$ cat config.mk
export PLATFORM = sky130hd
export DESIGN_NAME = instr_encoder_flat
export DESIGN_NICKNAME = d
export VERILOG_FILES = /design/src/rtl/instr_encoder_if.sv /design/src/rtl/instr_encoder.sv /design/src/flat_wrapper.sv
export SDC_FILE = /design/constraint.sdc
export NUM_CORES = 1
export LEC_CHECK = 0
export CAP_MARGIN = 40
export CORE_MARGIN = 2
export CORE_UTILIZATION = 50
export DETAILED_ROUTE_END_ITERATION = 10
export GPL_TIMING_DRIVEN = 0
export HOLD_SLACK_MARGIN = 0.08
export MAX_ROUTING_LAYER = met4
export PLACE_DENSITY = 0.83
export SETUP_SLACK_MARGIN = 0.15
export SYNTH_ARGS = -nofsm -noshare
export SYNTH_HDL_FRONTEND = slang
export SYNTH_SLANG_ARGS = --single-unit
$ cat constraint.sdc
create_clock -name clk -period 1.9 [get_ports clk]
set_input_delay 0.38 -clock clk [delete_from_list [all_inputs] [get_ports clk]]
set_output_delay 0.38 -clock clk [all_outputs]
set_load 0.1 [all_outputs]
$ cat src/rtl/instr_encoder_if.sv
// Request/response bundle for the RV32I instruction encoder.
// master: the program builder. slave: the encoder.
interface instr_encoder_if #(
  parameter int unsigned ERR_CNT_W = 8
);
  logic                 in_valid;
  logic                 in_ready;
  logic [2:0]           fmt;
  logic [6:0]           opcode;
  logic [4:0]           rd;
  logic [4:0]           rs1;
  logic [4:0]           rs2;
  logic [2:0]           funct3;
  logic [6:0]           funct7;
  logic [31:0]          imm;
  logic                 out_valid;
  logic                 out_ready;
  logic [31:0]          instruction;
  logic                 out_err;
  logic [ERR_CNT_W-1:0] err_count;

  modport master (
    output in_valid, fmt, opcode, rd, rs1, rs2, funct3, funct7, imm, out_ready,
    input  in_ready, out_valid, instruction, out_err, err_count
  );

  modport slave (
    input  in_valid, fmt, opcode, rd, rs1, rs2, funct3, funct7, imm, out_ready,
    output in_ready, out_valid, instruction, out_err, err_count
  );
endinterface

$ cat src/rtl/instr_encoder.sv
// Two-stage RV32I instruction encoder: stage 1 captures fields and checks
// that the immediate fits its format, stage 2 packs the instruction word
// (or NOP_WORD on error). Valid/ready on both sides; full-rate streaming.
module instr_encoder #(
  parameter logic [31:0] NOP_WORD  = 32'h0000_0013,
  parameter int unsigned ERR_CNT_W = 8
) (
  input  logic            clk,
  input  logic            rst_n,
  instr_encoder_if.slave  enc_if
);

  typedef enum logic [2:0] {
    FMT_R = 3'd0,
    FMT_I = 3'd1,
    FMT_S = 3'd2,
    FMT_B = 3'd3,
    FMT_U = 3'd4,
    FMT_J = 3'd5
  } fmt_e;

  // Stage 1 registers
  logic                 s1_v_q, s1_v_d;
  logic [2:0]           s1_fmt_q;
  logic [6:0]           s1_opcode_q;
  logic [4:0]           s1_rd_q, s1_rs1_q, s1_rs2_q;
  logic [2:0]           s1_funct3_q;
  logic [6:0]           s1_funct7_q;
  logic [31:0]          s1_imm_q;
  logic                 s1_err_q, s1_err_d;

  // Stage 2 registers
  logic                 s2_v_q, s2_v_d;
  logic [31:0]          instr_q, instr_d;
  logic                 err_q, err_d;
  logic [ERR_CNT_W-1:0] cnt_q, cnt_d;

  logic                 s2_adv;
  logic                 s1_adv;
  logic                 load_s1;
  logic signed [31:0]   imm_s;
  logic [31:0]          word;

  assign s2_adv  = !s2_v_q || enc_if.out_ready;
  assign s1_adv  = !s1_v_q || s2_adv;
  assign load_s1 = s1_adv && enc_if.in_valid;
  assign imm_s   = signed'(enc_if.imm);

  // Immediate range/alignment check on the incoming request
  always_comb begin
    s1_err_d = 1'b0;
    case (enc_if.fmt)
      FMT_R:        s1_err_d = 1'b0;
      FMT_I, FMT_S: s1_err_d = (imm_s < -2048) || (imm_s > 2047);
      FMT_B:        s1_err_d = (imm_s < -4096) || (imm_s > 4094) || enc_if.imm[0];
      FMT_J:        s1_err_d = (imm_s < -1048576) || (imm_s > 1048574) || enc_if.imm[0];
      FMT_U:        s1_err_d = (enc_if.imm[11:0] != 12'd0);
      default:      s1_err_d = 1'b1;
    endcase
  end

  // Stage 1 occupancy: refills whenever it is empty or stage 2 takes its entry
  always_comb begin
    s1_v_d = s1_v_q;
    if (s1_adv) s1_v_d = enc_if.in_valid;
  end

  // Stage 1 capture of request fields and error flag
  always_ff @(posedge clk or negedge rst_n) begin
    if (!rst_n) begin
      s1_v_q      <= 1'b0;
      s1_fmt_q    <= '0;
      s1_opcode_q <= '0;
      s1_rd_q     <= '0;
      s1_rs1_q    <= '0;
      s1_rs2_q    <= '0;
      s1_funct3_q <= '0;
      s1_funct7_q <= '0;
      s1_imm_q    <= '0;
      s1_err_q    <= 1'b0;
    end else begin
      s1_v_q <= s1_v_d;
      if (load_s1) begin
        s1_fmt_q    <= enc_if.fmt;
        s1_opcode_q <= enc_if.opcode;
        s1_rd_q     <= enc_if.rd;
        s1_rs1_q    <= enc_if.rs1;
        s1_rs2_q    <= enc_if.rs2;
        s1_funct3_q <= enc_if.funct3;
        s1_funct7_q <= enc_if.funct7;
        s1_imm_q    <= enc_if.imm;
        s1_err_q    <= s1_err_d;
      end
    end
  end

  // Field packing for the stage-1 entry; unused fields stay zero
  always_comb begin
    word = '0;
    case (s1_fmt_q)
      FMT_R: word = {s1_funct7_q, s1_rs2_q, s1_rs1_q, s1_funct3_q, s1_rd_q, s1_opcode_q};
      FMT_I: word = {s1_imm_q[11:0], s1_rs1_q, s1_funct3_q, s1_rd_q, s1_opcode_q};
      FMT_S: word = {s1_imm_q[11:5], s1_rs2_q, s1_rs1_q, s1_funct3_q,
                     s1_imm_q[4:0], s1_opcode_q};
      FMT_B: word = {s1_imm_q[12], s1_imm_q[10:5], s1_rs2_q, s1_rs1_q, s1_funct3_q,
                     s1_imm_q[4:1], s1_imm_q[11], s1_opcode_q};
      FMT_U: word = {s1_imm_q[31:12], s1_rd_q, s1_opcode_q};
      FMT_J: word = {s1_imm_q[20], s1_imm_q[10:1], s1_imm_q[11], s1_imm_q[19:12],
                     s1_rd_q, s1_opcode_q};
      default: word = '0;
    endcase
  end

  // Stage 2 next state; output word/flag only change when stage 2 advances,
  // which keeps them stable under backpressure
  always_comb begin
    s2_v_d  = s2_v_q;
    instr_d = instr_q;
    err_d   = err_q;
    cnt_d   = cnt_q;
    if (s2_adv) begin
      s2_v_d = s1_v_q;
      if (s1_v_q) begin
        instr_d = s1_err_q ? NOP_WORD : word;
        err_d   = s1_err_q;
      end
    end
    if (s2_v_q && enc_if.out_ready && err_q && (cnt_q != '1)) cnt_d = cnt_q + 1'b1;
  end

  // Stage 2 output registers and saturating error counter
  always_ff @(posedge clk or negedge rst_n) begin
    if (!rst_n) begin
      s2_v_q  <= 1'b0;
      instr_q <= '0;
      err_q   <= 1'b0;
      cnt_q   <= '0;
    end else begin
      s2_v_q  <= s2_v_d;
      instr_q <= instr_d;
      err_q   <= err_d;
      cnt_q   <= cnt_d;
    end
  end

  assign enc_if.in_ready    = s1_adv;
  assign enc_if.out_valid   = s2_v_q;
  assign enc_if.instruction = instr_q;
  assign enc_if.out_err     = err_q;
  assign enc_if.err_count   = cnt_q;

endmodule
$ cat src/flat_wrapper.sv
// flat-port wrapper written by rule: the top's interface ports become plain ports
module instr_encoder_flat 
#(
  parameter logic [31:0] NOP_WORD  = 32'h0000_0013,
  parameter int unsigned ERR_CNT_W = 8
)
  (clk, rst_n, enc_if_in_valid, enc_if_fmt, enc_if_opcode, enc_if_rd, enc_if_rs1, enc_if_rs2, enc_if_funct3, enc_if_funct7, enc_if_imm, enc_if_out_ready, enc_if_in_ready, enc_if_out_valid, enc_if_instruction, enc_if_out_err, enc_if_err_count);
  instr_encoder_if #(.ERR_CNT_W(ERR_CNT_W)) enc_if_i ();
  input  logic clk;
  input  logic rst_n;
  input wire logic [$bits(enc_if_i.in_valid)-1:0] enc_if_in_valid;
  input wire logic [$bits(enc_if_i.fmt)-1:0] enc_if_fmt;
  input wire logic [$bits(enc_if_i.opcode)-1:0] enc_if_opcode;
  input wire logic [$bits(enc_if_i.rd)-1:0] enc_if_rd;
  input wire logic [$bits(enc_if_i.rs1)-1:0] enc_if_rs1;
  input wire logic [$bits(enc_if_i.rs2)-1:0] enc_if_rs2;
  input wire logic [$bits(enc_if_i.funct3)-1:0] enc_if_funct3;
  input wire logic [$bits(enc_if_i.funct7)-1:0] enc_if_funct7;
  input wire logic [$bits(enc_if_i.imm)-1:0] enc_if_imm;
  input wire logic [$bits(enc_if_i.out_ready)-1:0] enc_if_out_ready;
  output wire logic [$bits(enc_if_i.in_ready)-1:0] enc_if_in_ready;
  output wire logic [$bits(enc_if_i.out_valid)-1:0] enc_if_out_valid;
  output wire logic [$bits(enc_if_i.instruction)-1:0] enc_if_instruction;
  output wire logic [$bits(enc_if_i.out_err)-1:0] enc_if_out_err;
  output wire logic [$bits(enc_if_i.err_count)-1:0] enc_if_err_count;
  assign enc_if_i.in_valid = enc_if_in_valid;
  assign enc_if_i.fmt = enc_if_fmt;
  assign enc_if_i.opcode = enc_if_opcode;
  assign enc_if_i.rd = enc_if_rd;
  assign enc_if_i.rs1 = enc_if_rs1;
  assign enc_if_i.rs2 = enc_if_rs2;
  assign enc_if_i.funct3 = enc_if_funct3;
  assign enc_if_i.funct7 = enc_if_funct7;
  assign enc_if_i.imm = enc_if_imm;
  assign enc_if_i.out_ready = enc_if_out_ready;
  assign enc_if_in_ready = enc_if_i.in_ready;
  assign enc_if_out_valid = enc_if_i.out_valid;
  assign enc_if_instruction = enc_if_i.instruction;
  assign enc_if_out_err = enc_if_i.out_err;
  assign enc_if_err_count = enc_if_i.err_count;
  instr_encoder #(.NOP_WORD(NOP_WORD), .ERR_CNT_W(ERR_CNT_W)) u_core (.clk(clk), .rst_n(rst_n), .enc_if(enc_if_i));
endmodule
==> After elaboration in Yosys (flattened, before gate mapping) <==
Cells that the tools add are included.
{ "word_totals": {"output_inout_bits": 43, "in_bits": 71, "word_cells": 53, "regBits": 111} }
{ "classes": {"n_addsub": 1, "mux": 3, "n_reduce_logical": 18, "magnitude_cmp": 6, "eq_ne": 11} }
{ "op_table": {"columns": ["op", "n"], "rows": [
  ["$pmux W32 S6", 1],
  ["$gt A32 B12 Y1 const B", 1],
  ["$gt A32 B13 Y1 const B", 1],
  ["$gt A32 B21 Y1 const B", 1],
  ["$lt A32 B12 Y1 const B", 1],
  ["$lt A32 B13 Y1 const B", 1],
  ["$lt A32 B21 Y1 const B", 1],
  ["$mux W32", 1],
  ["$eq A3 B2 Y1 const B", 4],
  ["$eq A3 B3 Y1 const B", 4],
  ["$reduce_bool A12 Y1", 1],
  ["$add A8 B1 Y8 const B", 1],
  ["$ne A8 B8 Y1 const B", 1],
  ["$logic_or A1 B1 Y1", 7],
  ["$eq A3 B1 Y1 const B", 2],
  ["$logic_not A3 Y1", 2],
  ["$pmux W1 S5", 1],
  ["$logic_and A1 B1 Y1", 4],
  ["$logic_not A1 Y1", 2],
  ["$reduce_and A2 Y1", 1],
  ["$reduce_or A2 Y1", 1]
]} }

==> Logic depth before layout (Yosys ltp) <==
{ "logic_depth": {"word_depth": 4, "mapped_depth": 7, "depth_no_buf": 6} }

==> Least setup slack after synthesis <==
OpenSTA, ideal clock, no wires.
{ "synth_timing": {"path_type": "reg2reg", "from": "register u_core.s2_v_q (netlist: u_core.enc_if.out_valid)", "to": "register u_core.s1_fmt_q[0]", "setup_ns": 0.128, "period_less_slack_ns": 3.194, "path_stages_with_launch": 6, "arrival_time_ns": 3.066, "path_slack_ns": -1.294, "required_ns": 1.772, "n_path_buf": 2, "path_cell_list": "dfrtp_1 > nand3b_1 > and2_1 > clkbuf_1 > buf_2 > mux2_1"} }
{ "synth_between": {"elab_chain_cells": 4} }
{ "synth_lines": {"columns": ["item", "line", "text"], "rows": [
  ["from (decl)", "instr_encoder.sv:33", "logic s2_v_q, s2_v_d;"],
  ["from (signal assigned)", "instr_encoder.sv:139", "s2_v_q <= s2_v_d;"],
  ["$logic_not A1 Y1", "instr_encoder.sv:44", "assign s2_adv = !s2_v_q || enc_if.out_ready;"],
  ["$logic_or A1 B1 Y1", "instr_encoder.sv:44", null],
  ["$logic_or A1 B1 Y1", "instr_encoder.sv:45", "assign s1_adv = !s1_v_q || s2_adv;"],
  ["named net enc_if_in_ready", "flat_wrapper.sv:21", "output wire logic [$bits(enc_if_i.in_ready)-1:0] enc_if_in_ready;"],
  ["$logic_and A1 B1 Y1", "instr_encoder.sv:46", "assign load_s1 = s1_adv && enc_if.in_valid;"],
  ["to (signal assigned)", "instr_encoder.sv:84", "s1_fmt_q <= enc_if.fmt;"],
  ["to (decl)", "instr_encoder.sv:24", "logic [2:0] s1_fmt_q;"]
]} }
The timed path passes the listed nets, and every way through them passes these cells.
A chain may end at the register's enable or synchronous reset.

==> Worst setup path in the final report <==
{ "layout_timing": {"from": "register u_core.cnt_q[1] (netlist: u_core.enc_if.err_count[1])", "to": "register u_core.cnt_q[7] (netlist: u_core.enc_if.err_count[7])"} }
{ "layout_between": {"elab_chain_cells": 2, "word_cells_on_any_way": 3, "classes_between": "add/sub (1); eq/ne (1); reduce/logical (1)"} }
{ "layout_lines": {"columns": ["item", "line", "text"], "rows": [
  ["from (decl)", "instr_encoder.sv:36", "logic [ERR_CNT_W-1:0] cnt_q, cnt_d;"],
  ["from (signal assigned)", "instr_encoder.sv:142", "cnt_q <= cnt_d;"],
  ["parallel branches: the longest is 2 deep, another holds $add A8 B1 Y8", null, null]
]} }
Several ways; the timed one is not identified.

==> results.cfg <==
[timing]
drv_slew = 0
period_share_pct = 97.3
setup_tns_ns = 0
fmax_ghz = 0.541
rsz0062_at_grt = true
relSlewSlack_pct = 50.3
worstMarginPinSlew_ns = 0.745
hold_violations = 0
worst_clock_skew_ns = 0.0205
setup_viol = 0
setup_slack_ns = 0.0517
fin_crit_ns = 1.85

[global_route]
grt_max_degree = 59
grt_usage_pct = 31.7
grt_pass1_vias = 4711
grt_pass1_wl_um = 24100
grt_remaining_overflow = 0
antenna_found_initial = 0

[setup_path]
cp.required_ns = 2.20
worstSetupEndpointType = flip-flop
crit_buf_inv = 0
cp_top_family = flip-flops
start_kind = flip-flop
crit_type = reg2reg
worstReg2RegStart = u_core.enc_if.err_count[1]$_DFFE_PN0P_
cp_slowest_stage_delay_ns = 0.54
slowest_stage = dfrtp_4
path_cells = ha_4 -> nand3_2 -> o2111a_2 -> nand4_1 -> nor2_1 -> xor2_1
crit_arrival_ns = 2.15
crit_path_start = u_core.enc_if.err_count[1]$_DFFE_PN0P_
reg2reg_depth = 6
regToRegEndpoint = u_core.enc_if.err_count[7]$_DFFE_PN0P_
crit_path_max_fanout = 4
r2r_slack_ns = 0.05

[synthesis]
syn_inst = 468
ys_seq_elements = 111
synth_edf_count = 0
synth_area_per_cell_um2 = 10.4
yosys_most_used_dff = dfrtp_1
syn_area_mm2 = 0.00485
ys_seq_area_share_pct = 57.3
synth_nets = 540
yosysUniqueCellTypes = 41
synthArstFlopShare_pct = 100
ys_warn_count = 0

[placed_design]
gp_congestion = 0.940
dpl.hpwl_um = 10700
detailedPlace.worstSlack_ns = -0.416
post-place-cells = 754
io_buffers = 113

[floorplanning]
die_w_um = 102
die_y_um = 102
core_mm2 = 0.00933
ios = 114
start_util_pct = 52.0
fp.dieArea_mm2 = 0.0105
rows = 35

[pwr]
p_leak_uw = 0.00352
powerDensity_mw_per_mm2 = 1090
total_power_uw = 8130
peakVddDrop_mv = 0.988

[clocking]
cts_made_buffers = 9
cts_tree = built
cts_sinks = 111
cts_max_path_buffers = 2
h-tree-depth = 3
clk_pin_slew_worst_paths_ns = 0.13
root_buffer = clkbuf_8
clk_latency_ns = 0.39

[layout]
n_antenna_cell = 0
nNetsFinal = 723
fin_cells = 785
layout-drive-gt1-share_pct = 21.0
num-fill-cells = 544
syn2layout_area_growth_pct = 53.9

[hold_path]
hold_end = u_core.s1_imm_q[29]$_DFFE_PN0P_
whs_path_depth = 2
hp-class = in2reg
min-delay-start = enc_if_imm[29]

[drt]
drt-total-wl_um = 16200
drt-initial-drc-count = 325
wl_per_cell_um = 20.6
vias = 4600
ant_nets = 0
drc = 0
viasPerCell = 5.86
drt-pass1-iter-count = 5

[outcome]
run_status = finished clean

[flow_run]
cap_violations = 0
report_power, final:
| part | switching (uW) | internal (uW) |
|---|---|---|
| Clock | 910 | 519 |
| Sequential | 305 | 2750 |
| Combinational | 2190 | 1460 |
| Total | 3400 | 4730 |
metal layers:
layer | part of all wire (%) | GRT usage [%] | vias up
met5 | 0 | - | -
met4 | 3.4 | 16.9 | 0
met3 | 7.8 | 6.16 | 54
met2 | 52 | 51.6 | 297
met1 | 37 | 37.2 | 2250
li1 | - | - | 1999
layout by cell type (no fill, tap or decap), types with 6 or more instances in the layout:
| master | n |
|---|---|
| a21oi_1 | 18 |
| a22o_1 | 10 |
| a22oi_1 | 22 |
| buf_12 | 42 |
| buf_4 | 15 |
| buf_6 | 6 |
| clkbuf_2 | 10 |
| clkbuf_8 | 10 |
| clkdlybuf4s50_1 | 53 |
| dfrtp_1 | 101 |
| dfrtp_2 | 7 |
| dlygate4sd2_1 | 43 |
| dlymetal6s2s_1 | 11 |
| mux2_1 | 17 |
| mux2_2 | 18 |
| nand2_1 | 132 |
| nand4_1 | 11 |
| nor2_1 | 11 |
| nor2b_1 | 10 |
| nor4_1 | 6 |
| o21ai_0 | 23 |
| o22ai_1 | 6 |
area by class of cell:
cell class | count | area (um^2) | area share [%]
Clock inverter | 7 | 72.6 | 0.973
Tap cell | 129 | 161 | 2.16
Timing Repair Buffer | 172 | 2110 | 28.3
Sequential cell | 111 | 2800 | 37.5
Clock buffer | 9 | 124 | 1.66
Inverter | 3 | 11.3 | 0.151
Multi-Input combinational cell | 330 | 2010 | 26.9
Buffer | 24 | 175 | 2.35
metrics by stage:
| step | area, um^2 | utilization, % | hold WS, ns |
|---|---|---|---|
| after global placement | 6220 | 66.7 | 0.452 |
| after detailed placement | 6900 | 74.0 | 0.455 |
| after CTS | 7310 | 78.3 | 0.405 |
| final | 7460 | 80.0 | 0.323 |
| after floorplan | 4930 | - | 0.0844 |
| after global routing | 7460 | 80.0 | 0.325 |
worst max path at each step:
stage | to | cells past startpoint
floorplan | u_core.s1_fmt_q[0]$_DFFE_PN0P_ | 5
global placement | u_core.enc_if.out_valid$_DFFE_PN0P_ | 1
detailed placement | u_core.s1_err_q$_DFFE_PN0P_ | 6
CTS | enc_if_err_count[0] | 2
global route | u_core.enc_if.err_count[7]$_DFFE_PN0P_ | 6
finish | u_core.enc_if.err_count[7]$_DFFE_PN0P_ | 6
synth_stat cells (2+ instances only):
master    instances  area [um^2]
o21ai_0          24          120
o2111a_1          3         33.8
buf_2            10         50.1
nand4_1          11         68.8
a21oi_1          18         90.1
xor2_1            5         43.8
nor2_1           11         41.3
nand2b_1          4         25.0
inv_1             2         7.51
nor2b_1          10         62.6
mux2_2           18          203
a22oi_1          22          165
dfrtp_1         111         2780
xnor2_1           4         35.0
mux2i_1           2         20.0
nor3_1            4         20.0
nor4_1            7         43.8
mux2_1           18          203
nand3_1           5         25.0
a22o_1           10         87.6
o22ai_1           6         37.5
clkbuf_1         12         45.0
nand2_1         133          499
cells by family (layout without fill, tap and decap cells):
| family | Yosys count | in the layout | share of synthesized area, % |
|---|---|---|---|
| AND/OR/NAND/NOR | 192 | 192 | 17.3 |
| AO/OA/AOI/OAI | 90 | 90 | 12.4 |
| buffers and inverters | 27 | 215 | 2.37 |
| adder cells (fa/ha/maj) | 1 | 1 | 0.258 |
| flip-flops | 111 | 111 | 57.3 |
| XOR/XNOR | 9 | 9 | 1.63 |
| multiplexers | 38 | 38 | 8.77 |
registers in the layout, summed over array words and instances (netlist names):
signal and cells:
u_core.s1_fmt_q 3, u_core.enc_if.err_count 8, u_core.s1_opcode_q 7, u_core.enc_if.out_err 1, u_core.s1_funct7_q 7, u_core.s1_rs1_q 5, u_core.s1_rd_q 5, u_core.enc_if.instruction 32
u_core.s1_err_q 1, u_core.s1_rs2_q 5, u_core.enc_if.out_valid 1, u_core.s1_v_q 1, u_core.s1_imm_q 32, u_core.s1_funct3_q 3
timing repair:
item                       in CTS  in global routing
gates resized for setup       100                 33
setup endpoints to repair      85                 34
buffers inserted                5                  9
hold endpoints to repair        8                  0
pin swaps                       2                 12
hold buffers                    1                  0
(Power assumes the default switching activity.)
